==> src/rtl/hazard_unit_pkg.sv <==
// Shared pipeline definitions for the hazard unit: address width default,
// multiply/divide tracker state encoding and stall-counter width.
package hazard_unit_pkg;

  localparam int ADDR_WIDTH_DEF = 5;
  localparam int STALL_CNT_W    = 16;

  typedef enum logic {
    IDLE = 1'b0,
    BUSY = 1'b1
  } mdState_t;

endpackage

==> src/rtl/md_busy_tracker.sv <==
// Tracks occupancy of the multi-cycle multiply/divide unit with a down-counter
// and flags starts that arrive while the unit is still occupied.
//
//   state | meaning
//   IDLE  | unit free, a start launches a new operation
//   BUSY  | operation in flight, cnt counts down to its last cycle (cnt==0)
module md_busy_tracker
  import hazard_unit_pkg::*;
#(
  parameter int MD_LATENCY = 32
) (
  input  logic clk,
  input  logic reset,
  input  logic mdStart,
  output logic mdBusy,
  output logic mdLast,
  output logic mdErr
);

  localparam logic [7:0] RELOAD = 8'(MD_LATENCY - 1);

  mdState_t   state, stateNext;
  logic [7:0] cnt, cntNext;
  logic       errNext;

  always_ff @(posedge clk or posedge reset) begin
    if (reset) begin
      state <= IDLE;
      cnt   <= 8'd0;
      mdErr <= 1'b0;
    end else begin
      state <= stateNext;
      cnt   <= cntNext;
      mdErr <= errNext;
    end
  end

  always_comb begin
    stateNext = state;
    cntNext   = cnt;
    errNext   = 1'b0;
    case (state)
      IDLE: begin
        if (mdStart) begin
          stateNext = BUSY;
          cntNext   = RELOAD;
        end
      end
      BUSY: begin
        // The last busy cycle accepts a new start so operations can chain.
        if (cnt == 8'd0) begin
          if (mdStart) cntNext = RELOAD;
          else         stateNext = IDLE;
        end else begin
          cntNext = cnt - 8'd1;
          errNext = mdStart;
        end
      end
    endcase
  end

  assign mdBusy = (state == BUSY);
  assign mdLast = mdBusy && (cnt == 8'd0);

endmodule

==> src/rtl/hazard_unit.sv <==
// Pipeline hazard detection: load-use, branch-operand and mult/div stalls,
// branch-comparator forwarding, and a saturating stall-cycle counter.
module hazard_unit
  import hazard_unit_pkg::*;
#(
  parameter int ADDR_WIDTH = ADDR_WIDTH_DEF,
  parameter int MD_LATENCY = 32
) (
  input  logic                   clk,
  input  logic                   reset,
  input  logic [ADDR_WIDTH-1:0]  rsD,
  input  logic [ADDR_WIDTH-1:0]  rtD,
  input  logic [ADDR_WIDTH-1:0]  rsE,
  input  logic [ADDR_WIDTH-1:0]  rtE,
  input  logic [ADDR_WIDTH-1:0]  WriteRegE,
  input  logic [ADDR_WIDTH-1:0]  WriteRegM,
  input  logic                   RegWriteE,
  input  logic                   RegWriteM,
  input  logic                   MemtoRegE,
  input  logic                   MemtoRegM,
  input  logic                   BranchD,
  input  logic                   MdUseD,
  input  logic                   MdStartE,
  output logic                   StallF,
  output logic                   StallD,
  output logic                   FlushE,
  output logic                   ForwardAD,
  output logic                   ForwardBD,
  output logic                   MdBusy,
  output logic                   MdErr,
  output logic [STALL_CNT_W-1:0] StallCnt
);

  // Register 0 is hard-wired to zero, so it never creates a dependency.
  function automatic logic regHit(input logic [ADDR_WIDTH-1:0] a,
                                  input logic [ADDR_WIDTH-1:0] b);
    return (a != '0) && (a == b);
  endfunction

  logic lwStall, brStall, mdStall, stall;
  logic mdLast;
  logic unusedMdOperands;

  // Execute-stage operands are reserved for a future start qualifier.
  assign unusedMdOperands = ^{rsE, rtE};

  md_busy_tracker #(
    .MD_LATENCY(MD_LATENCY)
  ) uTracker (
    .clk    (clk),
    .reset  (reset),
    .mdStart(MdStartE),
    .mdBusy (MdBusy),
    .mdLast (mdLast),
    .mdErr  (MdErr)
  );

  assign lwStall = MemtoRegE && (regHit(WriteRegE, rsD) || regHit(WriteRegE, rtD));
  assign brStall = BranchD &&
                   ((RegWriteE && (regHit(WriteRegE, rsD) || regHit(WriteRegE, rtD))) ||
                    (MemtoRegM && (regHit(WriteRegM, rsD) || regHit(WriteRegM, rtD))));
  assign mdStall = MdUseD && MdBusy && !mdLast;
  assign stall   = lwStall || brStall || mdStall;

  assign StallF    = stall;
  assign StallD    = stall;
  assign FlushE    = stall;
  assign ForwardAD = RegWriteM && regHit(WriteRegM, rsD);
  assign ForwardBD = RegWriteM && regHit(WriteRegM, rtD);

  always_ff @(posedge clk or posedge reset) begin
    if (reset) begin
      StallCnt <= '0;
    end else if (StallD && (StallCnt != '1)) begin
      StallCnt <= StallCnt + STALL_CNT_W'(1);
    end
  end

endmodule

==> config.mk <==
export PLATFORM = sky130hd
export DESIGN_NAME = hazard_unit
export DESIGN_NICKNAME = d
export VERILOG_FILES = /design/src/rtl/hazard_unit_pkg.sv /design/src/rtl/md_busy_tracker.sv /design/src/rtl/hazard_unit.sv
export SDC_FILE = /design/constraint.sdc
export NUM_CORES = 1
export LEC_CHECK = 0
export ABC_AREA = 1
export CAP_MARGIN = 15
export CORE_ASPECT_RATIO = 1.75
export CORE_MARGIN = 2
export CORE_UTILIZATION = 50
export DETAILED_ROUTE_END_ITERATION = 12
export PLACE_DENSITY = 0.85
export REMOVE_ABC_BUFFERS = 1
export SETUP_SLACK_MARGIN = 0.02
export SLEW_MARGIN = 10
export SYNTH_ARGS = -nofsm -noshare
export SYNTH_HDL_FRONTEND = slang
export SYNTH_SLANG_ARGS = --single-unit
==> constraint.sdc <==
create_clock -name clk -period 3.1 [get_ports clk]
set_input_delay 0.775 -clock clk [delete_from_list [all_inputs] [get_ports clk]]
set_output_delay 0.775 -clock clk [all_outputs]
set_load 0.01 [all_outputs]
=== Word-level counts from Yosys, hierarchy flattened ===
Index checks and enable logic that the tools add are counted.

* Input port bits: 39
* Word-level logic and storage cells: 43
* Register bits: 26
* Output and inout port bits: 23

* Bitwise operators: 1
* Reductions and logical operators: 23
* Add/subtract/negate cells: 2
* Equal/unequal tests: 5
* Mux-type cells: 8

{| class="wikitable"
|+ Operators by type and width
! cell !! count
|-
| $eq 5x5->1 || 4
|-
| $add 16x1->16 const B || 1
|-
| $mux 8 || 2
|-
| $ne 16x16->1 const B || 1
|-
| $pmux 8 s2 || 1
|-
| $logic_and 1x1->1 || 14
|-
| $reduce_bool 5->1 || 2
|-
| $logic_not 8->1 || 1
|-
| $sub 8x1->8 const B || 1
|-
| $logic_or 1x1->1 || 5
|-
| $mux 1 || 4
|-
| $pmux 1 s2 || 1
|-
| $logic_not 1->1 || 1
|-
| $not 1->1 || 1
|}

=== Depth between registers and ports, before layout ===
* Word-level depth: 9
* Gate-level depth with buffers: 13
* Mapped depth without buffers: 12

=== Modules after synthesis ===
From an unflattened synthesis, not the netlist that was laid out.

* Cells, all modules: 315
* Area total of the unflattened synthesis: 2015.7 um^2

{| class="wikitable"
|+ By module, submodules not included
! module !! instances !! cells an instance !! area each (um^2) !! seq. area each (um^2)
|-
| hazard_unit || 1 || 220 || 1363.8 || 400.4
|-
| md_busy_tracker || 1 || 95 || 651.9 || 250.2
|}

=== Worst setup path before layout ===
Ideal clock, no wire load.

* Path type: input -> output
* From: input port WriteRegM[4]
* To: output port StallD
* Path buffers: 2
* Stages: 10
* Slack: 584 ps
* Required time: 2325 ps
* Arrival: 1741 ps
* Cell sequence: inv_1 -> nand2_1 -> nand2_1 -> nor2_1 -> nand3_1 -> nand2_1 -> nand2_1 -> nand3_4 -> buf_2 -> buf_4

* Word-level cells in the longest chain between the ends: 8
* Elaborated cells on any way between the ends: 11
* Classes of those cells: 2 x eq/ne; 9 x reduce/logical

{| class="wikitable"
|+ RTL lines
! item !! RTL line !! RTL
|-
| from (decl) || hazard_unit.sv:16 || <nowiki>input logic [ADDR_WIDTH-1:0] WriteRegM,</nowiki>
|-
| $eq 5x5->1 / $reduce_bool 5->1 (equally long branches) || hazard_unit.sv:37 || <nowiki>return (a != '0) && (a == b);</nowiki>
|-
| $logic_and 1x1->1 || hazard_unit.sv:37 ||
|-
| $logic_or 1x1->1 * || hazard_unit.sv:61 || <nowiki>(MemtoRegM && (regHit(WriteRegM, rsD) || regHit(WriteRegM, rtD))));</nowiki>
|-
| $logic_and 1x1->1 * || hazard_unit.sv:61 ||
|-
| $logic_or 1x1->1 * || hazard_unit.sv:60 || <nowiki>((RegWriteE && (regHit(WriteRegE, rsD) || regHit(WriteRegE, rtD))) ||</nowiki>
|-
| $logic_and 1x1->1 * || hazard_unit.sv:59 || <nowiki>assign brStall = BranchD &&</nowiki>
|-
| $logic_or 1x1->1 * (2 in series) || hazard_unit.sv:63 || <nowiki>assign stall = lwStall || brStall || mdStall;</nowiki>
|-
| to (decl) || hazard_unit.sv:25 || <nowiki>output logic StallD,</nowiki>
|}

Mark *: on every way between the ends. The rest lies on a longest branch, timed or not.

=== Final worst setup path ===
* From: input port WriteRegM[0]
* To: output port ForwardAD

* Word-level cells in the longest chain between the ends: 3
* Elaborated cells on any way between the ends: 4
* Classes of those cells: 1 x eq/ne; 3 x reduce/logical

{| class="wikitable"
|+ RTL lines
! item !! RTL line !! RTL
|-
| $eq 5x5->1 / $reduce_bool 5->1 (equally long branches) || hazard_unit.sv:37 ||
|-
| $logic_and 1x1->1 * || hazard_unit.sv:37 ||
|-
| $logic_and 1x1->1 * || hazard_unit.sv:68 || <nowiki>assign ForwardAD = RegWriteM && regHit(WriteRegM, rsD);</nowiki>
|-
| to (decl) || hazard_unit.sv:27 || <nowiki>output logic ForwardAD,</nowiki>
|}

Marks and branches as above.

==> results.json <==
{
  "slew_headroom_pct": 65.9,
  "viasPerCell": 5.06,
  "cts_hold_buf": 0,
  "synth_top_area_cell": "dfrtp_1",
  "synth_commonest_cells": "nand2_1 (90), inv_1 (36), nor2_1 (35)",
  "cts_root_buf": "clkbuf_8",
  "post-route-util_pct": 67.3,
  "finalNetCount": 376,
  "cts_tree": "yes",
  "drtIter0Drc": 29,
  "hpwl_um": 3630,
  "grt_pass1_wl_um": 7850,
  "power_mw": 0.906,
  "p_leak_nw": 1.36,
  "clock_path_buffers": 2,
  "required_ns": 2.32,
  "synth_edf_count": 0,
  "clkTransAtPathRegs_ns": 0.09,
  "dieArea_mm2": 0.00443,
  "synth_top_area_share_pct": 33.4,
  "cts_made_buffers": 3,
  "grt_max_degree": 27,
  "antenna_found_initial": 0,
  "rsz0062_at_grt": "no",
  "core_area_mm2": 0.00379,
  "rows": 30,
  "synth-async-reset-ratio_pct": 100,
  "status": "finished clean",
  "clk_latency_ns": 0.27,
  "port_buffers": 51,
  "fin_skew_ns": 0.00168,
  "die_w_um": 51.2,
  "yosys_register_bits": 26,
  "drcViolationCount": 0,
  "synthTopCellsByArea": "dfrtp_1 (33%), nand2_1 (17%), inv_1 (6.9%)",
  "timing.final.ws_setup_ns": 0.154,
  "first_pass_iters": 4,
  "yosysMostFrequentCell": "nand2_1",
  "yosys_warnings": 0,
  "critical_path_class": "primary input to primary output",
  "slew_violations": 0,
  "worst_pin_slew_ns": 0.507,
  "dp_slack_ns": -0.200,
  "floorplan.initialDensity_pct": 51.4,
  "num_vias": 1924,
  "max_freq_ghz": 0.339,
  "cts_max_level": 1,
  "gr-usage-all-layers_pct": 22.8,
  "irDropWorstVdd_mv": 0.353,
  "grt_overflow": 0,
  "drive_gt1_share_pct": 9.34,
  "synth_top_flop_cell": "dfrtp_1",
  "ys_seq_area_share_pct": 33.4,
  "critPathMaxFanout": 4,
  "maxCapViolCount": 0,
  "setup_viol": 0,
  "hold_class": "flop to flop",
  "ios": 62,
  "min_period_over_period_pct": 95.0,
  "antenna_cells": 0,
  "syn-cell-area_mm2": 0.00195,
  "startpoint_type": "primary input",
  "min_period_ns": 2.95,
  "netlist_instances": 280,
  "hold_viol": 0,
  "globalplace.congestion": 0.809,
  "avgSynthCellArea_um2": 6.96,
  "wl_um": 4570,
  "wl_per_cell_um": 12.0,
  "synth.distinct_cells": 30,
  "die_y_um": 86.6,
  "crit_path_end_kind": "primary output",
  "clock-sinks": 26,
  "cp.arrival_ns": 2.17,
  "syn2layout_area_growth_pct": 30.8,
  "ant_nets": 0,
  "grt_pass1_vias": 1850,
  "power_density_mw_per_mm2": 355
}
## worst max-delay path, cell delays in order
cell and delay (ns):
clkdlybuf4s50_1 0.52, inv_1 0.07, nand2_1 0.06, nand2_1 0.05, nor2_1 0.11, nand3_1 0.10
buf_4 0.14, nor2_1 0.07, dlygate4sd2_1 0.28
## repair_timing
item                       4_1_cts  5_1_grt
buffers inserted                 0        0
resized for setup                5        8
hold endpoints to repair         0        0
setup endpoints to repair        5        3
## state kept, by name, summed over array words and instances (netlist names)
register,cells
uTracker.cnt,8
uTracker.mdBusy,1
StallCnt,16
uTracker.mdErr,1
## through the flow
step                TNS (ns)  std cells  hold slack (ns)  instance area (µm²)
floorplan                  0        274            0.512                 1900
global placement      -0.627        377            0.490                 2500
detailed placement    -0.830        377            0.499                 2500
CTS                        0        380            0.519                 2530
global route               0        380            0.555                 2550
finish                     0        380            0.514                 2550
## worst paths after layout
path	depth (start not counted)	startpoint	slack, ns	end
max	9	WriteRegM[0]	0.15	ForwardAD
min	2	StallCnt[15]$_DFFE_PP0P_	0.51	StallCnt[15]$_DFFE_PP0P_
max reg2reg	11	StallCnt[0]$_DFFE_PP0P_	1.11	StallCnt[2]$_DFFE_PP0P_
min reg2reg	2	StallCnt[15]$_DFFE_PP0P_	0.51	StallCnt[15]$_DFFE_PP0P_
max in group asynchronous	3	reset	1.96	StallCnt[9]$_DFFE_PP0P_
min in group asynchronous	3	reset	0.88	uTracker.cnt[0]$_DFF_PP0_
## per-layer routing
metal	share of wire [%]	global-route usage, %	routed length [µm]	vias up
met5	0	0	0	-
met4	2.1	8.85	96	0
met3	2.8	1.90	127	12
met2	57	43.7	2620	48
met1	38	24.8	1730	889
li1	-	-	-	975
## area by class of cell
class	count	area, µm²
Fill cell	329	1240
Multi-Input combinational cell	206	1090
Sequential cell	26	651
Timing Repair Buffer	55	548
Inverter	42	160
Tap cell	48	60.1
Clock buffer	3	41.3
## power breakdown
part / internal, mW / total, mW / switching (mW)
Sequential: 0.371 / 0.423 / 0.0515
Clock: 0.0873 / 0.196 / 0.108
Combinational: 0.148 / 0.287 / 0.139
## kinds of logic (layout without fill, tap and decap cells)
| group | after synthesis | after routing | synth area share, % |
|---|---|---|---|
| flip-flops | 26 | 26 | 33.4 |
| AND/OR/NAND/NOR | 170 | 170 | 41.1 |
| AO/OA/AOI/OAI | 13 | 13 | 3.79 |
| adder cells (fa/ha/maj) | 3 | 3 | 1.93 |
| XOR/XNOR | 20 | 20 | 8.99 |
| buffers and inverters | 48 | 100 | 10.8 |
## cell usage in the layout, fill, tap and decap left out, types with 2 or more instances in the layout
master            n
a21oi_1           3
buf_4             4
clkbuf_8          3
clkdlybuf4s15_1   3
clkdlybuf4s50_1  42
dfrtp_1          26
dlygate4sd2_1     2
dlymetal6s2s_1    4
ha_1              3
inv_1            36
inv_2             4
nand2_1          90
nand3_1          17
nand3_2          12
nand4_1           4
nor2_1           34
nor2_2            2
nor2_4            2
nor3_1            5
o21ai_0           6
xnor2_1           5
xor2_1           15
(Power assumes the default switching activity.)
